## config.mk

```make
export PLATFORM = sky130hd
export DESIGN_NAME = reg_bank_rz
export DESIGN_NICKNAME = d
export VERILOG_FILES = /design/src/rtl/reg_bank_rz.sv
export SDC_FILE = /design/constraint.sdc
export NUM_CORES = 1
export LEC_CHECK = 0
export ABC_AREA = 1
export CAP_MARGIN = 5
export CORE_ASPECT_RATIO = 0.6
export CORE_UTILIZATION = 40
export CTS_CLUSTER_DIAMETER = 60
export DETAILED_ROUTE_END_ITERATION = 10
export SYNTH_ARGS = -nofsm -noshare
export SYNTH_HDL_FRONTEND = slang
export SYNTH_SLANG_ARGS = --single-unit
```

## constraint.sdc

```tcl
create_clock -name CLK -period 6.1 [get_ports CLK]
set_input_delay 1.83 -clock CLK [delete_from_list [all_inputs] [get_ports CLK]]
set_output_delay 1.83 -clock CLK [all_outputs]
set_load 0.01 [all_outputs]
```

## src/rtl/reg_bank_rz.sv

```systemverilog
// reg_bank_rz: eight-entry register bank fed by the RZ destination mux.
// One write port (RZ/DIN/WE), two registered read ports (RX/RY) with
// write-forwarding, and a sequenced bulk clear that zeroes one register
// per cycle while BUSY is high. Rejected writes raise a one-cycle DROP.
module reg_bank_rz #(
  parameter int DATA_W = 8,
  parameter int ADDR_W = 3
) (
  input  logic              CLK,
  input  logic              RST,
  input  logic [ADDR_W-1:0] RZ,
  input  logic [DATA_W-1:0] DIN,
  input  logic              WE,
  input  logic [ADDR_W-1:0] RX,
  input  logic [ADDR_W-1:0] RY,
  input  logic              CLR,
  output logic [DATA_W-1:0] DOUT_X,
  output logic [DATA_W-1:0] DOUT_Y,
  output logic              BUSY,
  output logic              DROP
);

  localparam int NREGS = 2 ** ADDR_W;
  localparam logic [ADDR_W-1:0] LAST_IDX = ADDR_W'(NREGS - 1);

  typedef enum logic {
    IDLE  = 1'b0,
    CLEAR = 1'b1
  } state_t;

  state_t              state_q, state_d;
  logic [ADDR_W-1:0]   cnt_q, cnt_d;
  logic [DATA_W-1:0]   regs_q [NREGS];
  logic [DATA_W-1:0]   regs_d [NREGS];
  logic [DATA_W-1:0]   dout_x_q, dout_x_d;
  logic [DATA_W-1:0]   dout_y_q, dout_y_d;
  logic                busy_q, busy_d;
  logic                drop_q, drop_d;

  logic                wr_accept;
  logic                clr_active;

  // Next-state, register-update and read-data computation.
  always_comb begin
    // NOTE: every variable gets a default before any branch so no latch can be inferred.
    state_d    = state_q;
    cnt_d      = cnt_q;
    regs_d     = regs_q;
    wr_accept  = WE && !CLR && (state_q == IDLE);
    clr_active = (state_q == CLEAR);

    // Writes are only legal in IDLE; CLR wins over a same-cycle WE.
    drop_d = WE && (CLR || (state_q == CLEAR));

    // Accepted writes and clear steps never coincide (they need different states).
    if (clr_active) begin
      regs_d[cnt_q] = '0;
    end
    if (wr_accept) begin
      regs_d[RZ] = DIN;
    end

    case (state_q)
      IDLE: begin
        if (CLR) begin
          state_d = CLEAR;
          cnt_d   = '0;
        end
      end
      CLEAR: begin
        // CLR is ignored here; the sweep always runs to completion.
        if (cnt_q == LAST_IDX) begin
          state_d = IDLE;
          cnt_d   = '0;
        end else begin
          cnt_d = cnt_q + 1'b1;
        end
      end
      default: begin
        state_d = IDLE;
        cnt_d   = '0;
      end
    endcase

    // regs_d already holds the post-edge contents, so reading it gives
    // write-forwarding and clear-to-zero for free.
    dout_x_d = regs_d[RX];
    dout_y_d = regs_d[RY];
    busy_d   = (state_d == CLEAR);
  end

  // All state, including the register array, with asynchronous reset.
  always_ff @(posedge CLK or posedge RST) begin
    if (RST) begin
      state_q  <= IDLE;
      cnt_q    <= '0;
      dout_x_q <= '0;
      dout_y_q <= '0;
      busy_q   <= 1'b0;
      drop_q   <= 1'b0;
      // NOTE: the array is reset deliberately: the bank must read back zero after reset, so it is built from flops, not a RAM macro.
      for (int i = 0; i < NREGS; i++) begin
        regs_q[i] <= '0;
      end
    end else begin
      // NOTE: non-blocking assignments so every flop samples pre-edge values.
      state_q  <= state_d;
      cnt_q    <= cnt_d;
      dout_x_q <= dout_x_d;
      dout_y_q <= dout_y_d;
      busy_q   <= busy_d;
      drop_q   <= drop_d;
      for (int i = 0; i < NREGS; i++) begin
        regs_q[i] <= regs_d[i];
      end
    end
  end

  assign DOUT_X = dout_x_q;
  assign DOUT_Y = dout_y_q;
  assign BUSY   = busy_q;
  assign DROP   = drop_q;

endmodule
```

==> results by group, run 1 <==
Outcome
  – Outcome: finished, final reports clean

Placed design
  – Pre-CTS WS: 1980 ps
  – Input/output buffers: 38
  – DP HPWL: 12.7 mm
  – Gp weighted congestion: 0.956

Synth
  – Synth area leader: dfrtp_1
  – Yosys top cell area share: 41.1%
  – Count of different cell masters after synthesis: 20
  – FF+latch count, synth: 85
  – Top_reg_cell synth: dfrtp_1
  – Number of synthesized flops with an enable pin: 0
  – Post-Syn Area per Cell: 6.52 um2
  – Synth async-reset ratio: 100%
  – Synth area leaders: dfrtp_1, nand2_1, nand3_1, inv_1, nor2_1
  – Sequential share of the synthesized area: 41.1%
  – Mapped Nets: 816
  – Synth Cell Area: 0.00517 mm2
  – Syn Inst Count: 793
  – YS warnings: 0

CTS
  – Clock Pin Slew Worst Setup and Hold Paths: 60 ps
  – Clock Tree Root: clkbuf_16
  – Worst-Skew Late Latency: 340 ps
  – CTS tree: yes
  – Post-CTS sizing: 0
  – H-tree depth: 3
  – Hold_buf cts: 0
  – Max Root-Sink Buffers: 2
  – Num CTS Buffers: 9
  – CTS sink count: 85
  – Setup bufs post-CTS: 0

Timing
  – Slew HR: 15.7%
  – Final Hold Fails: 0
  – Fin crit period: 3880 ps
  – Fmax: 258 MHz
  – Final period util: 63.6%
  – Final setup vio count: 0
  – Post-Route Skew: 7.75 ps
  – Setup slack after layout: 2220 ps
  – Post-route setup TNS: 0 ps
  – Worst Max-Slew Pin Slew: 1260 ps
  – Unrepaired setup endpoints after global routing: no
  – Slew Viols, Final: 0

Global route
  – Met3 usage: 5.13%
  – Vias in the first global route: 4,934
  – Met1 Track Usage GR: 43.7%
  – GR Overflow Total: 0
  – Largest net degree at the start of global routing: 53
  – GRT met2 Usage: 41.0%
  – GR Util All Layers: 28.3%
  – Initial antenna violation count: 0
  – Global-route wire length before repair: 28.2 mm
  – GR peak layer: met1

Critical path
  – Startpoint types: input port
  – Worst Path Max Fanout: 33
  – Crit. End Element: flop
  – Worst path required time: 6320 ps
  – Worst Path Arrival: 4110 ps
  – Critical R2R Launch: BUSY$_DFF_PP0_
  – FF-to-FF path depth: 10
  – R2R Setup Slk: 3790 ps
  – Kind of critical path: in -> reg
  – RR Endpoint: DOUT_Y[4]$_DFF_PP0_

Power
  – Sw frac: 35.5%
  – Sequential share of power: 37.2%
  – Leak: 3.41 nW
  – Psw: 0.000687 W
  – Peak supply drop: 0.148 mV
  – Comb pwr share: 30.3%
  – Int Power: 0.00125 W
  – Pwr per Cell Area: 325 mW/mm2
  – Clock network fraction of total power: 32.6%

Die
  – Initial Util: 41.9%
  – Core Area: 0.0123 mm2
  – I/O pin cnt: 39
  – Die footprint: 0.0134 mm2
  – Die Wd: 149 um
  – Die H: 90.1 um
  – Core Rows: 31

Finish
  – Layout Nets: 837
  – # diodes: 0
  – Most frequent cells in the layout: nand2_1, nand3_1, inv_1
  – Area Overhead vs Synth: 15.0%
  – Commonest non-fill, non-tap cell in the layout: nand2_1
  – Filler instances: 1,275
  – Layout cell share with drive strength beyond 1: 3.91%

Detailed routing
  – Routed Antenna Nets: 0
  – Vias per cell: 5.35
  – Vias: 5,256
  – Initial drt markers: 728
  – DRC errors left: 0
  – DRT Pass-1 Iters: 5
  – WL/cell: 18.3 um
  – Wirelength, routed: 18.0 mm

Min path
  – WHS Path Cells: 4
  – Hold EP: regs_q[9]$_DFF_PP0_
  – HP Class: reg -> reg
  – Min-delay src: regs_q[9]$_DFF_PP0_

Job
  – Max-cap check violation count: 0
-- registers in the layout, summed over array words and instances (netlist names) --
| name | flops |
|---|---|
| BUSY | 1 |
| DOUT_X | 8 |
| DOUT_Y | 8 |
| DROP | 1 |
| cnt_q | 3 |
| regs_q | 64 |
-- per-stage QoR --
step	utilization, %	instance area [um2]	hold slack [ps]	total power [W]	instances
finish	48.2	5950	605	0.00193	983
global placement	45.5	5620	589	0.00129	968
CTS	48.2	5950	607	0.00193	983
detailed placement	45.5	5620	598	0.00130	968
global route	48.2	5950	643	0.00205	983
floorplan	-	5170	539	0.00110	793
-- cell usage after synthesis (4+ instances only) --
master,instances
inv_1,94
buf_1,4
nand3_1,189
nor2_1,67
clkbuf_1,10
nor2_4,8
dfrtp_1,85
nand2_1,307
buf_2,4
buf_4,9
-- metal layers --
layer	wire [um]	part of all wire, %
met4	164	0.91
met3	1790	9.9
met2	7560	42
met5	0	0
met1	8480	47
-- cell type report --
cell class,count,area [um2],share of cell area [%]
multi-input cells,582,2520,42.4
flip-flops and latches,85,2130,35.8
repair buffers,41,403,6.78
inverters,95,358,6.02
clock buffers,10,229,3.85
well taps,165,206,3.47
clock inverters,5,100,1.68
-- worst max-delay path, cell delays in order --
cell and delay [ps]:
clkdlybuf4s50_1 400, buf_4 260, inv_1 960, nand3_1 160, nand3_1 160, nand2_1 110, nand2_1 120, nand2_1 60
-- how the worst max path moves through the flow --
stage               startpoint             endpoint  slack, ps
floorplan                  RST       BUSY$_DFF_PP0_       2080
global placement         RX[0]  DOUT_X[5]$_DFF_PP0_       2010
detailed placement       RX[0]  DOUT_X[5]$_DFF_PP0_       1980
CTS                      RX[0]  DOUT_X[5]$_DFF_PP0_       2320
global route             RY[0]  DOUT_Y[5]$_DFF_PP0_       2130
finish                   RX[0]  DOUT_X[5]$_DFF_PP0_       2220
-- power groups by stage --
stage | Sequential, W | Clock, W | Combinational, W
finish | 0.000718 | 0.000630 | 0.000585
global route | 0.000730 | 0.000660 | 0.000658
CTS | 0.000718 | 0.000635 | 0.000578
detailed placement | 0.000728 | 0 | 0.000575
global placement | 0.000724 | 0 | 0.000566
floorplan | 0.000721 | 0 | 0.000376
-- cell families after synthesis --
logic type                 synth area share (%)
AOI/OAI and AO/OA                         0.411
adders and majority gates                 0.484
DFF                                        41.1
buffers and inverters                      10.1
and+or+nand+nor                            47.9
(Power assumes the default switching activity.)
==> run 2: changes to the inputs <==
- clock period: 6.1 -> 3.79 ns (I/O delays scaled with it)
==> run 2 against run 1 <==
Against the previous run: register-to-register slack got worse by 2400 ps; sequential cell count is the same; non-clock buffer count rose by 7; critical endpoint is now DOUT_X[3]$_DFF_PP0_; via count rose by 1.0%; setup slack lost 1500 ps; global-route usage grew 1.1 points; hold slack got worse by 10 ps; clock-buffer cell count rose by 1; design area up 1.1%; first-iteration DRC count down 28%.
==> results by group, run 2 (synthesized netlist as in run 1, its figures left out) <==
Die
  – Core Rows: 31
  – I/O pin cnt: 39
  – Initial Util: 41.9%
  – Core Area: 0.0123 mm2
  – Die H: 90.1 um
  – Die footprint: 0.0134 mm2
  – Die Wd: 149 um

CTS
  – CTS sink count: 85
  – Setup bufs post-CTS: 0
  – Clock Pin Slew Worst Setup and Hold Paths: 60 ps
  – Max Root-Sink Buffers: 2
  – H-tree depth: 3
  – Hold_buf cts: 0
  – Post-CTS sizing: 0
  – Clock Tree Root: clkbuf_16
  – CTS tree: yes
  – Worst-Skew Late Latency: 350 ps
  – Num CTS Buffers: 9

Placed design
  – DP HPWL: 12.9 mm
  – Input/output buffers: 38
  – Gp weighted congestion: 0.970
  – Area after DPL: 0.00569 mm2

Finish
  – Most frequent cells in the layout: nand2_1, nand3_1, inv_1
  – Flip-flop count of the largest register after layout: 64
  – Filler instances: 1,249
  – Design Area, Final: 0.00601 mm2
  – # diodes: 0
  – Top reg by flops: regs_q
  – Layout Nets: 844
  – Multi-input gate area: 0.00252 mm2
  – Area Overhead vs Synth: 16.2%
  – Layout cell share with drive strength beyond 1: 4.73%
  – Commonest non-fill, non-tap cell in the layout: nand2_1
  – Post-layout util: 48.7%
  – FF+latch area: 0.00213 mm2

Critical path
  – Critical R2R Launch: BUSY$_DFF_PP0_
  – Worst Path Max Fanout: 16
  – Worst Path Arrival: 3340 ps
  – Kind of critical path: in -> reg
  – R2R Setup Slk: 1400 ps
  – Worst path required time: 4020 ps
  – Startpoint types: input port
  – FF-to-FF path depth: 10
  – CP Launch Point: CLR
  – RR Endpoint: DOUT_X[3]$_DFF_PP0_
  – Crit. End Element: flop
  – Critical path endpoint: DOUT_X[3]$_DFF_PP0_

Timing
  – Worst hold margin: 595 ps
  – Worst Max-Slew Pin Slew: 880 ps
  – Unrepaired setup endpoints after global routing: no
  – Slew Viols, Final: 0
  – Fin crit period: 3110 ps
  – Final setup vio count: 0
  – Final Hold Fails: 0
  – Final period util: 82.2%
  – Post-Route Skew: 11.1 ps
  – Fmax: 321 MHz
  – Post-route setup TNS: 0 ps
  – Slew HR: 41.1%

Global route
  – Vias in the first global route: 5,275
  – GR Overflow Total: 0
  – GR Util All Layers: 29.3%
  – Global-route wire length before repair: 29.0 mm
  – Initial antenna violation count: 0
  – Largest net degree at the start of global routing: 52

Job
  – Max-cap check violation count: 0

Power
  – Leak: 3.45 nW
  – Peak supply drop: 0.272 mV
  – Pwr per Cell Area: 511 mW/mm2

Min path
  – HP Class: reg -> reg

Detailed routing
  – Vias: 5,311
  – DRC errors left: 0
  – DRT Pass-1 Iters: 6
  – Routed Antenna Nets: 0
  – Wirelength, routed: 18.3 mm
  – WL/cell: 18.5 um
  – Vias per cell: 5.36
  – Initial drt markers: 524

Outcome
  – Outcome: finished, final reports clean
==> run 2: cell types whose count changed in the layout (fill, tap and decap cells not counted), sizes merged <==
cell	delta
clkinv	-1
clkinvlp	+1
buf	+7
clkbuf	+1
bufinv	-1
==> run 2: per-layer routing <==
metal / GRT usage, % / routed length (um)
met1: 42.3 / 8220
met2: 39.9 / 7340
met3: 8.07 / 2020
met4: 14.2 / 762
met5: 0 / 0
==> run 2: area by class of cell <==
cell class	instances	share of cell area, %
flip-flops and latches	85	35.4
clock buffers	11	4.04
clock inverters	4	1.21
well taps	165	3.44
multi-input cells	582	42.0
inverters	95	5.95
repair buffers	48	8.00
==> run 2: worst min-delay path by stage <==
stage                           endpoint  cells after the start            startpoint  slack [ps]
CTS                 regs_q[60]$_DFF_PP0_                      4  regs_q[60]$_DFF_PP0_         600
global placement    regs_q[60]$_DFF_PP0_                      4  regs_q[60]$_DFF_PP0_         580
floorplan           regs_q[56]$_DFF_PP0_                      4  regs_q[56]$_DFF_PP0_         540
finish              regs_q[60]$_DFF_PP0_                      4  regs_q[60]$_DFF_PP0_         600
global route        regs_q[28]$_DFF_PP0_                      4  regs_q[28]$_DFF_PP0_         640
detailed placement  regs_q[60]$_DFF_PP0_                      4  regs_q[60]$_DFF_PP0_         580
==> run 2: through the flow <==
step                cells  power (W)  setup WS [ps]
floorplan             793    0.00177            460
global placement      975    0.00209            468
detailed placement    975    0.00211            434
CTS                   990    0.00307            791
global route          990    0.00326            607
finish                990    0.00307            676
==> run 2: worst max-delay path, stage by stage <==
cell and delay, ps:
clkdlybuf4s50_1 440, inv_1 80, nand2_1 130, nor2_4 430, nand2_1 410, nand2_1 210
nand3_1 90, nand3_1 120, nand2_1 80, nand2_1 140, nand2_1 70
==> run 2: power by group <==
part | total (W) | leakage, nW | internal [W] | switching, W
clock network | 0.000962 | 0.152 | 0.000591 | 0.000370
logic | 0.000958 | 2.14 | 0.000303 | 0.000655
registers | 0.00115 | 1.15 | 0.00107 | 0.0000792
==> run 3: changes to the inputs <==
- clock period: 3.79 -> 2.54 ns (I/O delays scaled with it)
==> run 3 against run 2 <==
Against the previous run: clock-buffer cell count did not move; die area is the same; sequential cell count is the same; routed wire length rose by 3.0%; global-route usage is 0.25 points lower; largest cell class unchanged.
==> results by group, run 3 (synthesized netlist as in run 1, its figures left out) <==
Outcome
  – Outcome: finished, final reports clean

Finish
  – Layout cell share with drive strength beyond 1: 10.1%
  – Top reg by flops: regs_q
  – Final Non-Filler Cells: 1,039
  – Design Area, Final: 0.00641 mm2
  – Area Overhead vs Synth: 24.0%
  – Most frequent cells in the layout: nand2_1, nand3_1, inv_1
  – # diodes: 0
  – Flip-flop count of the largest register after layout: 64
  – Filler instances: 1,236
  – Layout Nets: 892
  – Commonest non-fill, non-tap cell in the layout: nand2_1

Detailed routing
  – WL/cell: 18.2 um
  – Initial drt markers: 712
  – DRT Pass-1 Iters: 6
  – Wirelength, routed: 18.9 mm
  – Vias: 5,589
  – Vias per cell: 5.38
  – Routed Antenna Nets: 0
  – DRC errors left: 0

Placed design
  – Placed cell count: 1,023
  – Gp weighted congestion: 1.01
  – Area after DPL: 0.00611 mm2
  – Input/output buffers: 38
  – DP HPWL: 13.4 mm

Power
  – Final Power: 0.00466 W
  – Leak: 3.67 nW
  – Peak supply drop: 0.397 mV
  – Pwr per Cell Area: 727 mW/mm2

Die
  – Die Wd: 149 um
  – I/O pin cnt: 39
  – Die H: 90.1 um
  – Initial Util: 41.9%
  – Die footprint: 0.0134 mm2
  – Core Area: 0.0123 mm2
  – Core Rows: 31

Global route
  – Global-route wire length before repair: 29.0 mm
  – GR Overflow Total: 0
  – Vias in the first global route: 5,044
  – Largest net degree at the start of global routing: 86
  – Initial antenna violation count: 0
  – GR Util All Layers: 29.1%

CTS
  – Max Root-Sink Buffers: 2
  – Post-CTS sizing: 0
  – CTS sink count: 85
  – CTS tree: yes
  – Num CTS Buffers: 9
  – Hold_buf cts: 0
  – Clock Pin Slew Worst Setup and Hold Paths: 70 ps
  – Setup bufs post-CTS: 0
  – Worst-Skew Late Latency: 350 ps
  – Clock Tree Root: clkbuf_16
  – H-tree depth: 3

Job
  – Max-cap check violation count: 0

Timing
  – Post-Route Skew: 5.17 ps
  – Worst Max-Slew Pin Slew: 702 ps
  – Fmax: 431 MHz
  – Unrepaired setup endpoints after global routing: no
  – Slew Viols, Final: 0
  – Post-route setup TNS: 0 ps
  – Final Hold Fails: 0
  – Final period util: 91.4%
  – Worst hold margin: 600 ps
  – Slew HR: 53.1%
  – Final setup vio count: 0
  – Fin crit period: 2320 ps

Critical path
  – Startpoint types: input port
  – R2R Setup Slk: 480 ps
  – Kind of critical path: in -> reg
  – Crit. End Element: flop
  – Worst path required time: 2760 ps
  – Worst Path Max Fanout: 7
  – Worst Path Arrival: 2540 ps

Min path
  – HP Class: reg -> reg
[run 3: cell types whose count changed in the layout (fill, tap and decap cells not counted)]
| cell | previous run | this run |
|---|---|---|
| bufinv_16 | 2 | 1 |
| buf_12 | 2 | 6 |
| clkinvlp_4 | 1 | 2 |
| clkinv_2 | 2 | 1 |
| buf_4 | 8 | 52 |
| clkinv_4 | 0 | 2 |
[run 3: stage by stage]
step                      setup slack (ps)  utilization (%)
after global placement               -99.9             49.5
after global routing                  42.7             52.0
after floorplan                        737                -
final                                  218             52.0
after CTS                              233             52.0
after detailed placement              -126             49.5
[run 3: path summary, 6_finish.rpt]
path                                         to  depth (start not counted)            startpoint
max                         DOUT_Y[1]$_DFF_PP0_                         12                   CLR
min                        regs_q[58]$_DFF_PP0_                          4  regs_q[58]$_DFF_PP0_
max reg2reg                 DOUT_Y[5]$_DFF_PP0_                          9        BUSY$_DFF_PP0_
min reg2reg                regs_q[58]$_DFF_PP0_                          4  regs_q[58]$_DFF_PP0_
max in group asynchronous  regs_q[40]$_DFF_PP0_                          3                   RST
min in group asynchronous  regs_q[22]$_DFF_PP0_                          3                   RST
[run 3: layer usage]
metal | vias to the layer above | track usage (%) | routed length [um]
met3 | 41 | 10.0 | 2590
met1 | 2555 | 43.3 | 8380
met2 | 361 | 39.4 | 7500
li1 | 2632 | - | -
met5 | - | 0 | 0
met4 | 0 | 7.40 | 411
[run 3: worst max-delay path, cell delays in order]
cell	delay (ps)
clkdlybuf4s50_1	440
nor2_2	170
nand2_4	180
nor2_4	260
buf_4	150
nand2_1	50
nand2_1	130
nand2_1	70
nand3_1	80
nand2_1	90
nand2_1	70
nand2_1	80
[run 3: layout make-up]
class	instances	area [um2]	area share (%)
inverters	95	360	5.62
repair buffers	96	891	13.9
clock buffers	11	243	3.79
well taps	165	206	3.22
clock inverters	5	60.1	0.937
flip-flops and latches	85	2130	33.2
multi-input cells	582	2520	39.4
[run 3: where the power goes]
part	switching, W	internal, W
Clock	0.000577	0.000792
Combinational	0.000993	0.000569
Sequential	0.000127	0.00160
